[src/rtl/mips_pkg.sv]
// Shared definitions for the fetch side of the single-cycle MIPS core:
// next-PC select codes, fetch FSM encoding and instruction field positions.
package mips_pkg;

  localparam logic [1:0] PCSRC_SEQ = 2'd0;
  localparam logic [1:0] PCSRC_BR  = 2'd1;
  localparam logic [1:0] PCSRC_J   = 2'd2;
  localparam logic [1:0] PCSRC_JR  = 2'd3;

  typedef enum logic [1:0] {
    S_FETCH = 2'd0,
    S_WAIT  = 2'd1,
    S_ISSUE = 2'd2
  } fetch_state_e;

  localparam int OPCODE_MSB = 31;
  localparam int OPCODE_LSB = 26;
  localparam int FUNCT_MSB  = 5;
  localparam int FUNCT_LSB  = 0;
  localparam int IMM_MSB    = 15;
  localparam int TARGET_MSB = 25;

  // Sign-extended word offset of a branch immediate, in bytes.
  function automatic logic [31:0] branchOffset(input logic [15:0] imm);
    return {{14{imm[15]}}, imm, 2'b00};
  endfunction

endpackage

[src/rtl/next_pc_calc.sv]
// Combinational next-PC selection for the retiring instruction.
// misaligned flags a register jump whose target has nonzero low bits.
module next_pc_calc
  import mips_pkg::*;
(
  input  logic [31:0] pc,
  input  logic [31:0] instr,
  input  logic [1:0]  pc_src,
  input  logic        branch_taken,
  input  logic [31:0] jr_target,
  output logic [31:0] next_pc,
  output logic        misaligned
);

  logic [31:0] pcPlus4;
  logic        unusedOpcode;

  assign pcPlus4      = pc + 32'd4;
  assign unusedOpcode = ^instr[OPCODE_MSB:OPCODE_LSB];

  always_comb begin
    next_pc    = pcPlus4;
    misaligned = 1'b0;
    case (pc_src)
      PCSRC_SEQ: next_pc = pcPlus4;
      PCSRC_BR: begin
        if (branch_taken) next_pc = pcPlus4 + branchOffset(instr[IMM_MSB:0]);
      end
      PCSRC_J:   next_pc = {pcPlus4[31:28], instr[TARGET_MSB:0], 2'b00};
      PCSRC_JR: begin
        // Low bits are dropped; the caller only sees the misalign pulse.
        next_pc    = {jr_target[31:2], 2'b00};
        misaligned = |jr_target[1:0];
      end
      default: next_pc = pcPlus4;
    endcase
  end

endmodule

[src/rtl/fetch_sequencer.sv]
// Instruction fetch and next-PC sequencer: request/grant/response fetch,
// valid/ready issue to execute, retire counting and jr misalign pulse.
//
// state   | meaning
// S_FETCH | request held on imem until granted
// S_WAIT  | granted, waiting for read data
// S_ISSUE | instruction presented until execute retires it
module fetch_sequencer
  import mips_pkg::*;
#(
  parameter logic [31:0] RESET_PC = 32'h0040_0000,
  parameter int          COUNT_W  = 32
) (
  input  logic               clk,
  input  logic               rst_n,
  output logic               imem_req,
  output logic [31:0]        imem_addr,
  input  logic               imem_gnt,
  input  logic               imem_rvalid,
  input  logic [31:0]        imem_rdata,
  output logic               instr_valid,
  input  logic               instr_ready,
  output logic [31:0]        instr,
  output logic [5:0]         opcode,
  output logic [5:0]         funct,
  output logic [31:0]        pc,
  output logic [31:0]        pc_plus4,
  input  logic [1:0]         pc_src,
  input  logic               branch_taken,
  input  logic [31:0]        jr_target,
  output logic               misalign,
  output logic [COUNT_W-1:0] retire_count
);

  fetch_state_e state, stateNext;
  logic [31:0]  pcReg, instrReg, nextPc;
  logic         misaligned, retire;

  assign retire = (state == S_ISSUE) && instr_ready;

  next_pc_calc uNextPc (
    .pc           (pcReg),
    .instr        (instrReg),
    .pc_src       (pc_src),
    .branch_taken (branch_taken),
    .jr_target    (jr_target),
    .next_pc      (nextPc),
    .misaligned   (misaligned)
  );

  always_ff @(posedge clk or negedge rst_n) begin
    if (!rst_n) state <= S_FETCH;
    else        state <= stateNext;
  end

  // A grant seen outside S_FETCH is a memory protocol error and is ignored.
  always_comb begin
    stateNext   = state;
    imem_req    = 1'b0;
    instr_valid = 1'b0;
    case (state)
      S_FETCH: begin
        imem_req = 1'b1;
        if (imem_gnt) stateNext = S_WAIT;
      end
      S_WAIT: begin
        if (imem_rvalid) stateNext = S_ISSUE;
      end
      S_ISSUE: begin
        instr_valid = 1'b1;
        if (instr_ready) stateNext = S_FETCH;
      end
      default: stateNext = S_FETCH;
    endcase
  end

  always_ff @(posedge clk or negedge rst_n) begin
    if (!rst_n) begin
      pcReg        <= {RESET_PC[31:2], 2'b00};
      instrReg     <= 32'd0;
      misalign     <= 1'b0;
      retire_count <= '0;
    end else begin
      misalign <= retire && misaligned;
      if (state == S_WAIT && imem_rvalid) instrReg <= imem_rdata;
      if (retire) begin
        pcReg        <= nextPc;
        retire_count <= retire_count + COUNT_W'(1);
      end
    end
  end

  assign imem_addr = pcReg;
  assign pc        = pcReg;
  assign pc_plus4  = pcReg + 32'd4;
  assign instr     = instrReg;
  assign opcode    = instrReg[OPCODE_MSB:OPCODE_LSB];
  assign funct     = instrReg[FUNCT_MSB:FUNCT_LSB];

endmodule

[config.mk]
export PLATFORM = sky130hd
export DESIGN_NAME = fetch_sequencer
export DESIGN_NICKNAME = d
export VERILOG_FILES = /design/src/rtl/mips_pkg.sv /design/src/rtl/next_pc_calc.sv /design/src/rtl/fetch_sequencer.sv
export SDC_FILE = /design/constraint.sdc
export NUM_CORES = 1
export LEC_CHECK = 0
export CORE_MARGIN = 2
export CORE_UTILIZATION = 50
export CTS_CLUSTER_SIZE = 12
export DETAILED_ROUTE_END_ITERATION = 12
export PLACE_DENSITY = 0.93
export RECOVER_POWER = 50
export SYNTH_ARGS = -nofsm -noshare
export SYNTH_HDL_FRONTEND = slang
export SYNTH_SLANG_ARGS = --single-unit
[constraint.sdc]
create_clock -name clk -period 8.4 [get_ports clk]
set_clock_uncertainty 0.2 [all_clocks]
set_input_delay 0.84 -clock clk [delete_from_list [all_inputs] [get_ports clk]]
set_output_delay 0.84 -clock clk [all_outputs]
set_load 0.1 [all_outputs]
==> impl_metrics.yaml <==
floorplanning:
  std_cell_rows: 43
  io-pin-count: 247
  die_w_um: 123
  fp.coreArea_um2: 13900
  dieArea_um2: 15200
  start_util_pct: 51.3
  die_height_um: 123
global_route:
  antenna_found_initial: 1
  grt_pass1_wl_um: 36300
  grt_max_degree: 61
  gr-usage-all-layers_pct: 30.9
  grt.overflow.total: 0
  grt_pass1_vias: 6729
hold_path:
  min-delay-start: "retire_count[31]"
  hp-class: "flip-flop to flip-flop"
  hold_end: "retire_count[31]"
  hold_depth: 1
critical_path:
  worst_setup_path_end_kind: "async pin"
  worstPathCellList: "clkbuf_1 > clkbuf_1"
  slowest_delay_ns: 2.36
  cp_num_buf_inv: 2
  r2r-end: "imem_addr[31]"
  crit_path_max_fanout: 60
  crit_path_frequent_cell: "clkbuf_1"
  r2r-start: "imem_addr[2]"
  r2r_slack_ns: 3.42
  startpoint: "rst_n"
  critical-path-top-delay-family: "buffers and inverters"
  criticalPathCategory: "primary input to async pin"
  cp_slowest_cell: "clkbuf_1"
  ff2ff_path_depth: 18
  crit_arrival_ns: 4.79
  worstPathRequired_ns: 7.96
  worst_setup_path_start_kind: "primary input"
synthesis:
  netlist_instances: 786
  synth_area_um2: 7130
  yosys_register_bits: 97
  synthTopCellsByArea: "dfrtp_1 34%, mux2_2 6.3%, xnor2_1 6.3%, ha_1 6.0%, buf_4 5.2%"
  syn_area_per_cell_um2: 9.07
  synth_edf_count: 0
  synth_top_area_share_pct: 33.7
  ys_dominant_reg_cell: "dfrtp_1"
  async_flop_share_pct: 100
  ys_warn_count: 0
  synth_cell_types: 68
  synth_top_area_cell: "dfrtp_1"
  seq_area_frac_synth_pct: 34.1
clocking:
  cts_resized: 0
  cts.sinks: 97
  clock-root-buffer: "clkbuf_16"
  cts_hold_buf: 0
  postCtsSetupBuffers: 0
  worstSkewPairLatency_ns: 0.36
  clkTransAtPathRegs_ns: 0.08
  cts_tree: "yes"
  cts_max_level: 3
  cts_buffers: 9
  cts.path.max_buffers: 2
timing:
  period_share_pct: 62.2
  max_slew_margin_pct: -114
  setup_tns_ns: 0
  setup_ws_ns: 3.18
  rsz0062_at_grt: "no"
  slew_viol_final: 143
  timing.fmax_ghz: 0.191
  hold_viol: 0
  min_period_ns: 5.22
  setup_viol_count_final: 0
  worst_pin_slew_ns: 3.20
detailed_routing:
  drc: 0
  vias_per_cell: 6.01
  vias: 6940
  drt_iter0_markers: 606
  detail_route.wl_per_cell_um: 20.3
  first_pass_iters: 6
  antenna_left: 0
  routed_wirelength_um: 23400
final_layout:
  most-common-layout-cells: "205 x clkdlybuf4s50_1, 96 x dfrtp_1, 65 x nor2_1"
  area_growth_pct: 35.0
  fillCellCount: 1025
  multi_input_area_um2: 4150
  layout_commonest_cell: "clkdlybuf4s50_1"
  final_nets: 1076
  layout-drive-gt1-share_pct: 7.49
  seq_area_um2: 2430
placed_design:
  io_buffer_count: 240
  dp_slack_ns: 3.61
  gp_congestion: 0.923
  place_hpwl_um: 16900
run_status:
  status: "finished, violations left"
  violations: "capacitance limit, slew limit"
run:
  max-cap-violations: 3
[worst max path at each step]
stage,endpoint,slack (ns),cells past startpoint
3_3_place_gp,imem_addr[31],3.76,18
4_1_cts,pc_plus4[30],3.32,8
5_1_grt,imem_addr[28],2.19,2
3_5_place_dp,imem_addr[31],3.61,18
2_1_floorplan,imem_addr[31],1.77,19
6_report,retire_count[1],3.18,2
[flip-flops by register name, indices dropped and copies added (netlist names)]
name	count
imem_addr	30
misalign	1
state	2
retire_count	32
instr	32
[per-layer routing]
metal  global-route usage (%)  part of all wire (%)  vias to the layer above
li1                         -                     -                     3160
met3                     4.66                   7.8                       43
met4                     11.5                   2.2                        0
met2                     52.1                    50                      358
met5                        0                     0                        -
met1                     39.9                    40                     3379
[Yosys cell counts (17+ instances only)]
cell type / n
nand3_1: 33
dfrtp_1: 96
xor2_1: 31
clkbuf_1: 26
nand2_1: 64
buf_4: 49
a21o_1: 18
o21ai_0: 40
a21oi_1: 40
xnor2_1: 51
ha_1: 34
and3_1: 17
nor2_1: 64
mux2_2: 40
inv_1: 18
[cells by family after synthesis]
family	count (synthesis)	synth area share, %
flip-flops	97	34.1
AND/OR/NAND/NOR	242	16.5
buffers and inverters	98	7.80
adder cells (fa/ha/maj)	35	6.25
other	1	0.0526
multiplexers	51	8.04
AO/OA/AOI/OAI	180	17.2
XOR/XNOR	82	10.1
[area by class of cell]
cell class	count	area share, %
diodes	1	0.0260
clock buffers	9	2.34
clock inverters	7	0.871
inverters	18	0.702
multi-input cells	596	43.2
flip-flops and latches	97	25.2
well taps	180	2.34
repair buffers	247	25.3
[through the flow]
step | std cells | hold WS [ns] | util (%) | instance area, um2
6_report | 1155 | 0.283 | 69.3 | 9620
5_1_grt | 1155 | 0.314 | 69.3 | 9620
4_1_cts | 1154 | 0.265 | 69.5 | 9640
3_5_place_dp | 1138 | 0.272 | 67.2 | 9330
3_3_place_gp | 1138 | 0.267 | 67.2 | 9330
2_1_floorplan | 791 | 0.254 | - | 7140
Power is not shown: default switching activity piles up to over one toggle a cycle in this logic, so the estimate is an artifact.
